==> src/rtl/mmu_port_arbiter.sv <==
// Round-robin arbiter sharing the MMU logic-address port between fetch and load/store,
// with an in-order read tag queue for response routing and a drain-then-flush TLB sequencer.
module mmu_port_arbiter #(
   parameter int P_DEPTH   = 4,
   parameter int P_DEPTH_N = 2
) (
   input  logic        iCLOCK,
   input  logic        inRESET,
   input  logic [1:0]  iMODE,
   input  logic [31:0] iPDT,
   input  logic        iFLUSH_REQ,
   output logic        oFLUSH_ACK,
   input  logic        iFETCH_REQ,
   input  logic [1:0]  iFETCH_ORDER,
   input  logic [3:0]  iFETCH_MASK,
   input  logic        iFETCH_RW,
   input  logic [31:0] iFETCH_ADDR,
   input  logic [31:0] iFETCH_DATA,
   input  logic        iFETCH_DATA_STORE_ACK,
   output logic        oFETCH_LOCK,
   input  logic        iLDST_REQ,
   input  logic [1:0]  iLDST_ORDER,
   input  logic [3:0]  iLDST_MASK,
   input  logic        iLDST_RW,
   input  logic [31:0] iLDST_ADDR,
   input  logic [31:0] iLDST_DATA,
   input  logic        iLDST_DATA_STORE_ACK,
   output logic        oLDST_LOCK,
   output logic        oMMU_REQ,
   output logic [1:0]  oMMU_ORDER,
   output logic [3:0]  oMMU_MASK,
   output logic        oMMU_RW,
   output logic [31:0] oMMU_ADDR,
   output logic [31:0] oMMU_DATA,
   output logic        oMMU_DATA_STORE_ACK,
   output logic [1:0]  oMMU_MODE,
   output logic [31:0] oMMU_PDT,
   input  logic        iMMU_LOCK,
   output logic        oMMU_TLB_FLASH,
   input  logic        iRESP_VALID,
   input  logic [63:0] iRESP_DATA,
   output logic        oRESP_LOCK,
   input  logic        iPAGEFAULT,
   output logic        oFETCH_VALID,
   output logic        oLDST_VALID,
   output logic [63:0] oFETCH_DATA,
   output logic [63:0] oLDST_DATA,
   output logic        oFETCH_PAGEFAULT,
   output logic        oLDST_PAGEFAULT,
   output logic        oRESP_ERROR
);

   typedef enum logic [1:0] {ST_RUN, ST_DRAIN, ST_FLASH} state_t;

   localparam logic [P_DEPTH_N:0] COUNT_FULL = (P_DEPTH_N + 1)'(P_DEPTH);

   state_t               state_q, state_d;
   logic [P_DEPTH_N:0]   count_q, count_d;
   logic [P_DEPTH_N-1:0] wr_ptr_q, rd_ptr_q;
   logic                 last_grant_q;
   logic                 resp_error_q;
   logic                 tag_q [P_DEPTH];

   logic eligible, any_req, grant_ldst, accept, push, pop, nonempty, head, resp_any;

   // A flush request blocks grants immediately, even in its first RUN cycle.
   assign eligible   = (state_q == ST_RUN) && !iFLUSH_REQ && (count_q != COUNT_FULL) && !iMMU_LOCK;
   assign any_req    = iFETCH_REQ || iLDST_REQ;
   assign grant_ldst = iLDST_REQ && (!iFETCH_REQ || !last_grant_q);

   always_comb begin
      oMMU_REQ            = eligible && any_req;
      oMMU_ORDER          = grant_ldst ? iLDST_ORDER : iFETCH_ORDER;
      oMMU_MASK           = grant_ldst ? iLDST_MASK : iFETCH_MASK;
      oMMU_RW             = grant_ldst ? iLDST_RW : iFETCH_RW;
      oMMU_ADDR           = grant_ldst ? iLDST_ADDR : iFETCH_ADDR;
      oMMU_DATA           = grant_ldst ? iLDST_DATA : iFETCH_DATA;
      oMMU_DATA_STORE_ACK = grant_ldst ? iLDST_DATA_STORE_ACK : iFETCH_DATA_STORE_ACK;
      oFETCH_LOCK         = !eligible || (any_req && grant_ldst);
      oLDST_LOCK          = !eligible || (any_req && !grant_ldst);
   end

   assign oMMU_MODE      = iMODE;
   assign oMMU_PDT       = iPDT;
   assign oMMU_TLB_FLASH = (state_q == ST_FLASH);
   assign oFLUSH_ACK     = (state_q == ST_FLASH);
   assign oRESP_LOCK     = 1'b0;

   assign accept   = oMMU_REQ && !iMMU_LOCK;
   assign push     = accept && !oMMU_RW;
   assign nonempty = (count_q != '0);
   assign resp_any = iRESP_VALID || iPAGEFAULT;
   assign pop      = resp_any && nonempty;
   assign head     = tag_q[rd_ptr_q];

   // A fault outranks a simultaneous data return for the same head entry.
   assign oFETCH_VALID     = iRESP_VALID && !iPAGEFAULT && nonempty && !head;
   assign oLDST_VALID      = iRESP_VALID && !iPAGEFAULT && nonempty && head;
   assign oFETCH_PAGEFAULT = iPAGEFAULT && nonempty && !head;
   assign oLDST_PAGEFAULT  = iPAGEFAULT && nonempty && head;
   assign oFETCH_DATA      = iRESP_DATA;
   assign oLDST_DATA       = iRESP_DATA;
   assign oRESP_ERROR      = resp_error_q;

   always_comb begin
      count_d = count_q;
      case ({push, pop})
         2'b10:   count_d = count_q + 1'b1;
         2'b01:   count_d = count_q - 1'b1;
         default: count_d = count_q;
      endcase
   end

   always_comb begin
      state_d = state_q;
      case (state_q)
         ST_RUN:   if (iFLUSH_REQ) state_d = ST_DRAIN;
         ST_DRAIN: if (count_q == '0) state_d = ST_FLASH;
         ST_FLASH: state_d = ST_RUN;
         default:  state_d = ST_RUN;
      endcase
   end

   always_ff @(posedge iCLOCK or negedge inRESET) begin
      if (!inRESET) begin
         state_q      <= ST_RUN;
         count_q      <= '0;
         wr_ptr_q     <= '0;
         rd_ptr_q     <= '0;
         last_grant_q <= 1'b1;
         resp_error_q <= 1'b0;
      end else begin
         state_q <= state_d;
         count_q <= count_d;
         if (push) wr_ptr_q <= wr_ptr_q + 1'b1;
         if (pop) rd_ptr_q <= rd_ptr_q + 1'b1;
         if (accept) last_grant_q <= grant_ldst;
         if (resp_any && !nonempty) resp_error_q <= 1'b1;
      end
   end

   // Tag storage is never reset: entries are only read while counted as valid.
   always_ff @(posedge iCLOCK) begin
      if (push) tag_q[wr_ptr_q] <= grant_ldst;
   end

endmodule

==> config.mk <==
export PLATFORM = sky130hd
export DESIGN_NAME = mmu_port_arbiter
export DESIGN_NICKNAME = d
export VERILOG_FILES = /design/src/rtl/mmu_port_arbiter.sv
export SDC_FILE = /design/constraint.sdc
export NUM_CORES = 1
export LEC_CHECK = 0
export ABC_CLOCK_PERIOD_IN_PS = 2600
export BUFFER_PORTS_ARGS = -buffer_cell sky130_fd_sc_hd__buf_2
export CORE_AREA = 2 2 193 195
export CTS_CLUSTER_SIZE = 20
export DETAILED_ROUTE_END_ITERATION = 16
export DIE_AREA = 0 0 195 197
export PLACE_DENSITY = 0.4
export SYNTH_ARGS = -nofsm -noshare
export SYNTH_HDL_FRONTEND = slang
export SYNTH_SLANG_ARGS = --single-unit
==> constraint.sdc <==
create_clock -name iCLOCK -period 2.6 [get_ports iCLOCK]
set_input_delay 0.39 -clock iCLOCK [delete_from_list [all_inputs] [get_ports iCLOCK]]
set_output_delay 0.39 -clock iCLOCK [all_outputs]
set_load 0.005 [all_outputs]
==> run summary, run 1 <==
SYNTHESIS
------------------------------------------------------------------------------
Count of warnings emitted by yosys ..............................            0
Mapped Cells ....................................................          313
Number of synthesized flops with an enable pin ..................            4
Synthesis-stage register bit count ..............................           15
Synth Cell Area .................................................     2900 µm²
Proportion of synthesized chip area in sequential cells .........        0.137
Most common flop cell mapped by yosys ........................... sky130_fd_sc_hd__dfrtp_1
Average cell area after synthesis ...............................     9.26 µm²
Number of different library cells in the post-synthesis netlist .           38
Share of flip-flops with an asynchronous set or reset ...........        0.733
Post-Synthesis Net Count ........................................          569

TIMING
------------------------------------------------------------------------------
Final Hold Violating Endpoints ..................................            0
Unrepaired setup endpoints after global routing .................        false
Period Utilization, post-route ..................................        0.911
Worst Skew ......................................................   0.00280 ns
Worst setup slack after layout ..................................     0.231 ns
Post-route minimum period .......................................      2.37 ns
Final Slew Violations ...........................................            0
Worst Hold Slack ................................................    0.0199 ns
Total negative slack ............................................         0 ns
Maximum clock frequency .........................................    0.422 GHz
Number of setup violations in the final report ..................            0

CLOCK TREE
------------------------------------------------------------------------------
Clock latency reported for the late side of the worst-skew pair .      0.25 ns
Number of hold buffers added after CTS ..........................            0
Number of levels in the clock H-tree ............................            1
Cell at the root of the clock tree .............................. sky130_fd_sc_hd__clkbuf_16
CTS tree ........................................................          yes
Setup bufs post-CTS .............................................            0
Maximum clock path buffer count .................................            2
Clock-pin transition on the worst setup and hold timing paths ...      0.05 ns
Number of buffers added by the clock tree synthesis step ........            3
Number of clock sinks ...........................................           15
Number of gates resized after cts ...............................            0

GLOBAL ROUTE
------------------------------------------------------------------------------
Antenna violations before repair ................................            0
Wire length of the first global-routing pass ....................     13400 µm
Total gr overflow ...............................................            0
Global-route usage over all layers ..............................       0.0465
Via count of the first global-routing pass ......................         2147
Largest net degree at the start of global routing ...............           62

PLACE
------------------------------------------------------------------------------
Placement Setup Slack ...........................................     0.201 ns
# port buffers ..................................................          233
Gpl congestion ..................................................        0.686
Post-Place Cell Area ............................................     3420 µm²
DP HPWL .........................................................      8760 µm

FINAL LAYOUT
------------------------------------------------------------------------------
Total area of sequential cells ..................................      397 µm²
ANT cells .......................................................            0
Filler cell count ...............................................         4254
Final Cell Area .................................................     3500 µm²
Layout overhead on the synthesized area .........................        20.7%
Multi-input logic area ..........................................     1210 µm²
Fin nets ........................................................          637
Share of post-route cells with drive strength above 1 ...........        0.834

FLOORPLANNING
------------------------------------------------------------------------------
Die span in x ...................................................       195 µm
Initial core utilization ........................................       0.0800
Die area ........................................................    38400 µm²
Chip Height .....................................................       197 µm
Core Area .......................................................    36300 µm²
# rows ..........................................................           70
Boundary pin count ..............................................          495

OUTCOME
------------------------------------------------------------------------------
Run status ...................................................... finished, final reports clean

WORST SETUP PATH
------------------------------------------------------------------------------
Critical path launch point ......................................   state_q[0]
Critical setup path kind ........................................   reg -> reg
Reg2Reg Depth ...................................................           10
Crit-path max FO ................................................            6
Critical R2R Capture ............................................   count_q[2]
Required time reported for the critical path endpoint ...........      2.73 ns
Type of element capturing the critical path .....................    flip-flop
Crit Reg-Reg Startpoint .........................................   state_q[0]
Category of the worst setup path launch point ...................    flip-flop
Minimum setup slack among reg-to-reg paths ......................      0.23 ns
Worst Path Arrival ..............................................      2.50 ns

DRT
------------------------------------------------------------------------------
Mean number of vias per cell ....................................         2.64
Routed Antenna Nets .............................................            0
Mean routed wirelength per cell .................................      11.8 µm
Violation count after the first detailed-route iteration ........           31
Wire length after detailed routing ..............................      9980 µm
Via count .......................................................         2238
Total iterations of the first detailed-routing run ..............            4
DRC violation count after routing ...............................            0

POWER AND IR DROP
------------------------------------------------------------------------------
Overall Power ...................................................      1690 µW
Sw Pwr ..........................................................       603 µW
Worst vdd rail ir drop ..........................................     0.266 mV
Power per cell area .............................................   482 nW/µm²
Share of power burned in combinational logic ....................        0.568
Part of the total power dissipated in the clock network .........        0.182
Leak pwr ........................................................   0.00162 µW
Internal Power ..................................................      1080 µW
Sequential cell fraction of total power .........................        0.249
Switching part of the total .....................................        0.358

MIN PATH
------------------------------------------------------------------------------
Hold crit path type .............................................  in -> async

FLOW RUN
------------------------------------------------------------------------------
Number of violations of the max-capacitance limit ...............            0

==> state kept, by name, summed over array words and instances (netlist names) <==
signal	cells
state_q	2
oRESP_ERROR	1
rd_ptr_q	2
last_grant_q	1
wr_ptr_q	2
count_q	3
tag_q	4
==> power groups by stage <==
stage	sequential [µW]	combinational, µW	clock (µW)
after CTS	421	978	320
final	420	958	308
after detailed placement	423	974	0
after global placement	424	967	0
after global routing	438	1060	329
after floorplan	404	780	0
==> cell usage in the layout, fill, tap and decap left out, types with 2 or more instances in the layout <==
cell	netlist	final
sky130_fd_sc_hd__and2_1	4	4
sky130_fd_sc_hd__buf_2	6	233
sky130_fd_sc_hd__buf_4	164	2
sky130_fd_sc_hd__clkbuf_16	0	3
sky130_fd_sc_hd__dfrtp_1	10	10
sky130_fd_sc_hd__edfxtp_1	4	4
sky130_fd_sc_hd__ha_1	5	5
sky130_fd_sc_hd__inv_1	7	7
sky130_fd_sc_hd__mux2_2	71	71
sky130_fd_sc_hd__mux2i_1	2	2
sky130_fd_sc_hd__nand2_1	2	2
sky130_fd_sc_hd__nor2_1	6	6
sky130_fd_sc_hd__xnor2_1	3	3
sky130_fd_sc_hd__xor2_1	3	3
==> synthesized netlist by cell type (2+ instances only) <==
cell                         n  share of area
sky130_fd_sc_hd__buf_2       6          0.010
sky130_fd_sc_hd__inv_1       7         0.0091
sky130_fd_sc_hd__buf_4     164           0.42
sky130_fd_sc_hd__ha_1        5          0.022
sky130_fd_sc_hd__xor2_1      3         0.0091
sky130_fd_sc_hd__clkbuf_1    2         0.0026
sky130_fd_sc_hd__dfrtp_1    10          0.086
sky130_fd_sc_hd__xnor2_1     3         0.0091
sky130_fd_sc_hd__nand2_1     2         0.0026
sky130_fd_sc_hd__mux2i_1     2         0.0069
sky130_fd_sc_hd__and2_1      4         0.0086
sky130_fd_sc_hd__nor2_1      6         0.0078
sky130_fd_sc_hd__mux2_2     71           0.28
sky130_fd_sc_hd__edfxtp_1    4          0.041
==> critical path, stage by stage (launching register included) <==
cell	delay, ns
sky130_fd_sc_hd__dfrtp_1	0.40
sky130_fd_sc_hd__or4_4	0.55
sky130_fd_sc_hd__a31oi_4	0.21
sky130_fd_sc_hd__and3b_1	0.23
sky130_fd_sc_hd__inv_1	0.05
sky130_fd_sc_hd__ha_1	0.21
sky130_fd_sc_hd__inv_1	0.07
sky130_fd_sc_hd__fa_1	0.17
sky130_fd_sc_hd__xor2_1	0.15
sky130_fd_sc_hd__nor2_1	0.06
sky130_fd_sc_hd__xor2_1	0.13
==> routing by layer <==
metal	wire length, µm	global-route usage	up-vias	part of all wire
met5	0	0	-	0
met4	142	0.00679	0	0.014
met3	2200	0.0479	18	0.22
met2	4070	0.0648	295	0.41
met1	3560	0.0497	925	0.36
li1	-	-	1000	-
==> worst max-delay path by stage <==
stage / to
global route: count_q[2]
finish: count_q[2]
detailed placement: count_q[2]
CTS: count_q[2]
global placement: count_q[2]
floorplan: count_q[2]
==> through the flow <==
stage	instances	utilization
3_3_place_gp	844	0.0942
2_1_floorplan	313	-
5_1_grt	848	0.0965
6_report	848	0.0965
4_1_cts	848	0.0965
3_5_place_dp	844	0.0942
==> cell type report <==
class / count / area share
multi-input cells: 118 / 0.345
inverters: 7 / 0.00751
well taps: 468 / 0.167
clock inverters: 1 / 0.00215
repair buffers: 236 / 0.343
clock buffers: 3 / 0.0215
flip-flops and latches: 15 / 0.113
==> logic make-up (layout without fill, tap and decap cells) <==
kind of cell | Yosys count | in the layout | share of synthesized area
adder cells (fa/ha/maj) | 6 | 6 | 0.0285
buffers and inverters | 180 | 247 | 0.451
AND/OR/NAND/NOR | 23 | 23 | 0.0483
multiplexers | 75 | 75 | 0.296
flip-flops | 15 | 15 | 0.137
other | 1 | 1 | 0.00129
XOR/XNOR | 6 | 6 | 0.0181
AO/OA/AOI/OAI | 7 | 7 | 0.0207
Power figures use the tool's default switching activity.
==> run 2, diff against run 1 <==
CTS_BUF_LIST = sky130_fd_sc_hd__clkbuf_8 sky130_fd_sc_hd__clkbuf_16   (was not set)
HOLD_SLACK_MARGIN = 0.15   (was not set)
==> run summary, run 2 (same netlist as run 1, synthesis figures left out) <==
FINAL LAYOUT
------------------------------------------------------------------------------
Layout overhead on the synthesized area .........................        21.1%
Share of post-route cells with drive strength above 1 ...........        0.832
Filler cell count ...............................................         4253
Fin nets ........................................................          638
Commonest non-fill, non-tap cells in the layout ................. sky130_fd_sc_hd__buf_2, sky130_fd_sc_hd__mux2_2, sky130_fd_sc_hd__dfrtp_1, sky130_fd_sc_hd__inv_1, sky130_fd_sc_hd__nor2_1
ANT cells .......................................................            0
Number of flip-flops in the largest register ....................            4
Largest registers ............................................... tag_q x4, count_q x3
Most common library cell in the layout ignoring fill and taps ... sky130_fd_sc_hd__buf_2
Register with the most flip-flops ...............................        tag_q
Utilization of the core after routing ...........................       0.0968

WORST SETUP PATH
------------------------------------------------------------------------------
Required time reported for the critical path endpoint ...........      2.73 ns
Reg2Reg Depth ...................................................           10
Largest stage delay on the critical path ........................      0.55 ns
Slowest stage cell on the critical path ......................... sky130_fd_sc_hd__or4_4
WP depth ........................................................           10
Critical setup path kind ........................................   reg -> reg
Crit-path max FO ................................................            6
Worst Path Arrival ..............................................      2.50 ns
CP cell instances ............................................... or4_4, a31oi_4, and3b_1, inv_1, ha_1, inv_1, fa_1, xor2_1, nor2_1, xor2_1
Number of buffer and inverter stages on the critical path .......            2
Worst Setup EP ..................................................   count_q[2]
Critical path launch point ......................................   state_q[0]
Type of element capturing the critical path .....................    flip-flop
Minimum setup slack among reg-to-reg paths ......................      0.23 ns
Crit Reg-Reg Startpoint .........................................   state_q[0]
Gate family responsible for the most delay along the worst path . simple AND/OR/NAND/NOR gates
Category of the worst setup path launch point ...................    flip-flop
Critical R2R Capture ............................................   count_q[2]

TIMING
------------------------------------------------------------------------------
Unrepaired setup endpoints after global routing .................        false
Final Slew Violations ...........................................            0
Period Utilization, post-route ..................................        0.911
Number of setup violations in the final report ..................            0
Worst Skew ......................................................   0.00280 ns
Maximum clock frequency .........................................    0.422 GHz
Worst setup slack after layout ..................................     0.231 ns
Final Hold Violating Endpoints ..................................            0
Post-route minimum period .......................................      2.37 ns
Total negative slack ............................................         0 ns

DRT
------------------------------------------------------------------------------
Total iterations of the first detailed-routing run ..............            4
DRC violation count after routing ...............................            0
Mean routed wirelength per cell .................................      11.8 µm
Via count .......................................................         2241
Violation count after the first detailed-route iteration ........           31
Wire length after detailed routing ..............................      9990 µm
Mean number of vias per cell ....................................         2.64
Routed Antenna Nets .............................................            0

CLOCK TREE
------------------------------------------------------------------------------
Number of clock sinks ...........................................           15
Number of levels in the clock H-tree ............................            1
Clock-pin transition on the worst setup and hold timing paths ...      0.05 ns
Setup bufs post-CTS .............................................            0
Number of gates resized after cts ...............................            0
Clock latency reported for the late side of the worst-skew pair .      0.25 ns
Number of buffers added by the clock tree synthesis step ........            3
Cell at the root of the clock tree .............................. sky130_fd_sc_hd__clkbuf_16
CTS tree ........................................................          yes
Maximum clock path buffer count .................................            2
Number of hold buffers added after CTS ..........................            1

POWER AND IR DROP
------------------------------------------------------------------------------
Sw Pwr ..........................................................       603 µW
Share of power burned in combinational logic ....................        0.569
Power per cell area .............................................   481 nW/µm²
Overall Power ...................................................      1690 µW
Part of the total power dissipated in the clock network .........        0.182
Sequential cell fraction of total power .........................        0.249
Switching part of the total .....................................        0.358
Leak pwr ........................................................   0.00162 µW
Internal Power ..................................................      1080 µW
Worst vdd rail ir drop ..........................................     0.266 mV

FLOORPLANNING
------------------------------------------------------------------------------
Chip Height .....................................................       197 µm
Die area ........................................................    38400 µm²
Die span in x ...................................................       195 µm
# rows ..........................................................           70
Initial core utilization ........................................       0.0800
Boundary pin count ..............................................          495
Core Area .......................................................    36300 µm²

MIN PATH
------------------------------------------------------------------------------
Hold crit path type .............................................    in -> reg

PLACE
------------------------------------------------------------------------------
# port buffers ..................................................          233
Gpl congestion ..................................................        0.686
Placement Setup Slack ...........................................     0.201 ns
DP HPWL .........................................................      8760 µm

GLOBAL ROUTE
------------------------------------------------------------------------------
Via count of the first global-routing pass ......................         2147
Antenna violations before repair ................................            0
Wire length of the first global-routing pass ....................     13400 µm
Met1 Use GR .....................................................       0.0497
Global-route usage over all layers ..............................       0.0465
Global route hottest layer ......................................         met2
Total gr overflow ...............................................            0
Met3 layer usage reported by global route .......................       0.0479
GRT met2 Usage ..................................................       0.0648
Largest net degree at the start of global routing ...............           62

FLOW RUN
------------------------------------------------------------------------------
Number of violations of the max-capacitance limit ...............            0

OUTCOME
------------------------------------------------------------------------------
Run status ...................................................... finished, final reports clean

==> run 2: cell types whose count changed in the layout (fill, tap and decap cells not counted), sizes merged <==
cell	previous run	this run
dlygate4sd3	0	1
==> run 2: final cells by class <==
class                   instances  area [µm²]  area share
clock buffers                   3        75.1      0.0214
well taps                     468         586       0.167
multi-input cells             118        1210       0.344
inverters                       7        26.3     0.00749
repair buffers                237        1210       0.345
flip-flops and latches         15         397       0.113
clock inverters                 1        7.51     0.00214
==> run 2: power by group through the flow <==
stage / Combinational, µW / Sequential (µW) / Clock (µW)
CTS: 980 / 421 / 320
finish: 959 / 420 / 308
detailed placement: 974 / 423 / 0
global placement: 967 / 424 / 0
global route: 1060 / 438 / 329
floorplan: 780 / 404 / 0
==> run 2: worst min path at each step <==
stage | from | to | depth (start not counted)
floorplan | inRESET | count_q[0] | 0
CTS | iFETCH_REQ | last_grant_q | 2
detailed placement | inRESET | oRESP_ERROR | 1
finish | iFETCH_REQ | last_grant_q | 2
global placement | inRESET | oRESP_ERROR | 1
global route | iFETCH_REQ | last_grant_q | 2
==> run 2: per-stage QoR <==
stage,hold WS (ns),instance area (µm²),cells
after floorplan,0.0944,2900,313
after global placement,0.292,3420,844
after detailed placement,0.287,3420,844
after CTS,0.352,3510,849
after global routing,0.367,3510,849
final,0.354,3510,849
==> run 2: metal layers <==
| metal | up-vias | part of all wire |
|---|---|---|
| met2 | 295 | 0.41 |
| met3 | 18 | 0.22 |
| met4 | 0 | 0.014 |
| met1 | 926 | 0.36 |
| met5 | - | 0 |
| li1 | 1002 | - |
==> run 3, diff against run 2 <==
PLACE_DENSITY = not set   (was 0.4)
PLACE_DENSITY_LB_ADDON = 0.25   (was not set)
==> run summary, run 3 (same netlist as run 1, synthesis figures left out) <==
OUTCOME
------------------------------------------------------------------------------
Run status ...................................................... finished, final reports clean

GLOBAL ROUTE
------------------------------------------------------------------------------
Largest net degree at the start of global routing ...............           62
Met1 Use GR .....................................................       0.0512
Antenna violations before repair ................................            0
Via count of the first global-routing pass ......................         2245
Global route hottest layer ......................................         met2
Met3 layer usage reported by global route .......................       0.0505
GRT met2 Usage ..................................................       0.0640
Global-route usage over all layers ..............................       0.0481
Total gr overflow ...............................................            0
Wire length of the first global-routing pass ....................     13600 µm

WORST SETUP PATH
------------------------------------------------------------------------------
Crit Reg-Reg Startpoint .........................................   state_q[0]
CP cell instances ............................................... or4_4, a31oi_4, and3b_1, inv_1, ha_1, inv_1, fa_1, xor2_1, nor2_1, xor2_1
Critical R2R Capture ............................................   count_q[2]
Critical setup path kind ........................................   reg -> reg
Worst Path Arrival ..............................................      2.42 ns
Slowest stage cell on the critical path ......................... sky130_fd_sc_hd__or4_4
Category of the worst setup path launch point ...................    flip-flop
Number of buffer and inverter stages on the critical path .......            2
Reg2Reg Depth ...................................................           10
Largest stage delay on the critical path ........................      0.56 ns
Crit-path max FO ................................................            5
Required time reported for the critical path endpoint ...........      2.73 ns
Gate family responsible for the most delay along the worst path . simple AND/OR/NAND/NOR gates
Minimum setup slack among reg-to-reg paths ......................      0.30 ns
Type of element capturing the critical path .....................    flip-flop

PLACE
------------------------------------------------------------------------------
# port buffers ..................................................          233
Gpl congestion ..................................................        0.711
Placement Setup Slack ...........................................     0.289 ns
Total placed cells including tap cells ..........................          845
DP HPWL .........................................................      9160 µm

CLOCK TREE
------------------------------------------------------------------------------
Clock-pin transition on the worst setup and hold timing paths ...      0.05 ns
Maximum clock path buffer count .................................            2
Clock latency reported for the late side of the worst-skew pair .      0.25 ns
Number of clock sinks ...........................................           15
Number of buffers added by the clock tree synthesis step ........            3
Number of gates resized after cts ...............................            0
Number of levels in the clock H-tree ............................            1
Cell at the root of the clock tree .............................. sky130_fd_sc_hd__clkbuf_16
CTS tree ........................................................          yes

FINAL LAYOUT
------------------------------------------------------------------------------
Register with the most flip-flops ...............................        tag_q
Share of post-route cells with drive strength above 1 ...........        0.830
Layout overhead on the synthesized area .........................        21.2%
Filler cell count ...............................................         4273
Commonest non-fill, non-tap cells in the layout ................. sky130_fd_sc_hd__buf_2, sky130_fd_sc_hd__mux2_2, sky130_fd_sc_hd__dfrtp_1, sky130_fd_sc_hd__inv_1, sky130_fd_sc_hd__nor2_1
ANT cells .......................................................            0
Number of flip-flops in the largest register ....................            4
Final Instance Count excl. Fillers ..............................          850
Largest registers ............................................... tag_q x4, count_q x3
Fin nets ........................................................          639
Most common library cell in the layout ignoring fill and taps ... sky130_fd_sc_hd__buf_2

FLOORPLANNING
------------------------------------------------------------------------------
Core Area .......................................................    36300 µm²
Chip Height .....................................................       197 µm
Die area ........................................................    38400 µm²
Die span in x ...................................................       195 µm
Boundary pin count ..............................................          495
# rows ..........................................................           70
Initial core utilization ........................................       0.0800

TIMING
------------------------------------------------------------------------------
Worst setup slack after layout ..................................     0.305 ns
Post-route minimum period .......................................      2.30 ns
Number of setup violations in the final report ..................            0
Total negative slack ............................................         0 ns
Unrepaired setup endpoints after global routing .................        false
Maximum clock frequency .........................................    0.436 GHz
Final Slew Violations ...........................................            0
Period Utilization, post-route ..................................        0.883
Worst Skew ......................................................   0.00135 ns
Final Hold Violating Endpoints ..................................            0

MIN PATH
------------------------------------------------------------------------------
HP Start ........................................................   iFETCH_REQ
Hold crit path type .............................................    in -> reg
Endpoint of the worst hold-timing path .......................... last_grant_q
Number of stages on the worst hold path .........................            2

DRT
------------------------------------------------------------------------------
Mean number of vias per cell ....................................         2.67
Wire length after detailed routing ..............................     10300 µm
DRC violation count after routing ...............................            0
Mean routed wirelength per cell .................................      12.1 µm
Total iterations of the first detailed-routing run ..............            6
Routed Antenna Nets .............................................            0
Via count .......................................................         2270
Violation count after the first detailed-route iteration ........           54

POWER AND IR DROP
------------------------------------------------------------------------------
Leak pwr ........................................................   0.00163 µW
Worst vdd rail ir drop ..........................................     0.171 mV
Power per cell area .............................................   484 nW/µm²

FLOW RUN
------------------------------------------------------------------------------
Number of violations of the max-capacitance limit ...............            0

## run 3: timing repair
action,in CTS,in global routing
setup endpoints to repair,0,0
endpoints found under the hold margin,10,0
setup buffers,0,0
hold buffers,1,0
## run 3: how the worst max path moves through the flow
stage,from,endpoint,slack (ns),depth (start not counted)
after floorplan,state_q[0],count_q[2],0.27,11
after global placement,iFLUSH_REQ,count_q[2],0.27,11
after detailed placement,iFLUSH_REQ,count_q[2],0.29,11
after CTS,state_q[0],count_q[2],0.30,10
after global routing,state_q[0],count_q[2],0.23,10
final,state_q[0],count_q[2],0.30,10
## run 3: layout make-up
type / count / area (µm²) / area share
repair buffers: 238 / 1220 / 0.347
multi-input cells: 118 / 1210 / 0.344
well taps: 468 / 586 / 0.167
flip-flops and latches: 15 / 397 / 0.113
clock buffers: 3 / 75.1 / 0.0214
inverters: 7 / 26.3 / 0.00748
clock inverters: 1 / 3.75 / 0.00107
## run 3: per-stage QoR
stage | cell area [µm²] | hold WS, ns | utilization | power, µW
2_1_floorplan | 2900 | 0.0944 | - | 1180
3_3_place_gp | 3420 | 0.296 | 0.0944 | 1420
3_5_place_dp | 3420 | 0.294 | 0.0944 | 1410
4_1_cts | 3510 | 0.362 | 0.0969 | 1720
5_1_grt | 3510 | 0.364 | 0.0969 | 1820
6_report | 3510 | 0.353 | 0.0969 | 1700
## run 3: metal layers
layer / wire length (µm) / part of all wire / vias to the layer above
li1: - / - / 1004
met1: 3700 / 0.36 / 959
met2: 4140 / 0.40 / 289
met3: 2310 / 0.22 / 16
met4: 108 / 0.010 / 2
met5: 40 / 0.0039 / -
## run 3: where the power goes
part / internal [µW] / switching (µW) / leakage (µW)
clock: 204 / 99.5 / 0.0000423
sequential: 338 / 84.7 / 0.000162
combinational: 539 / 434 / 0.00143
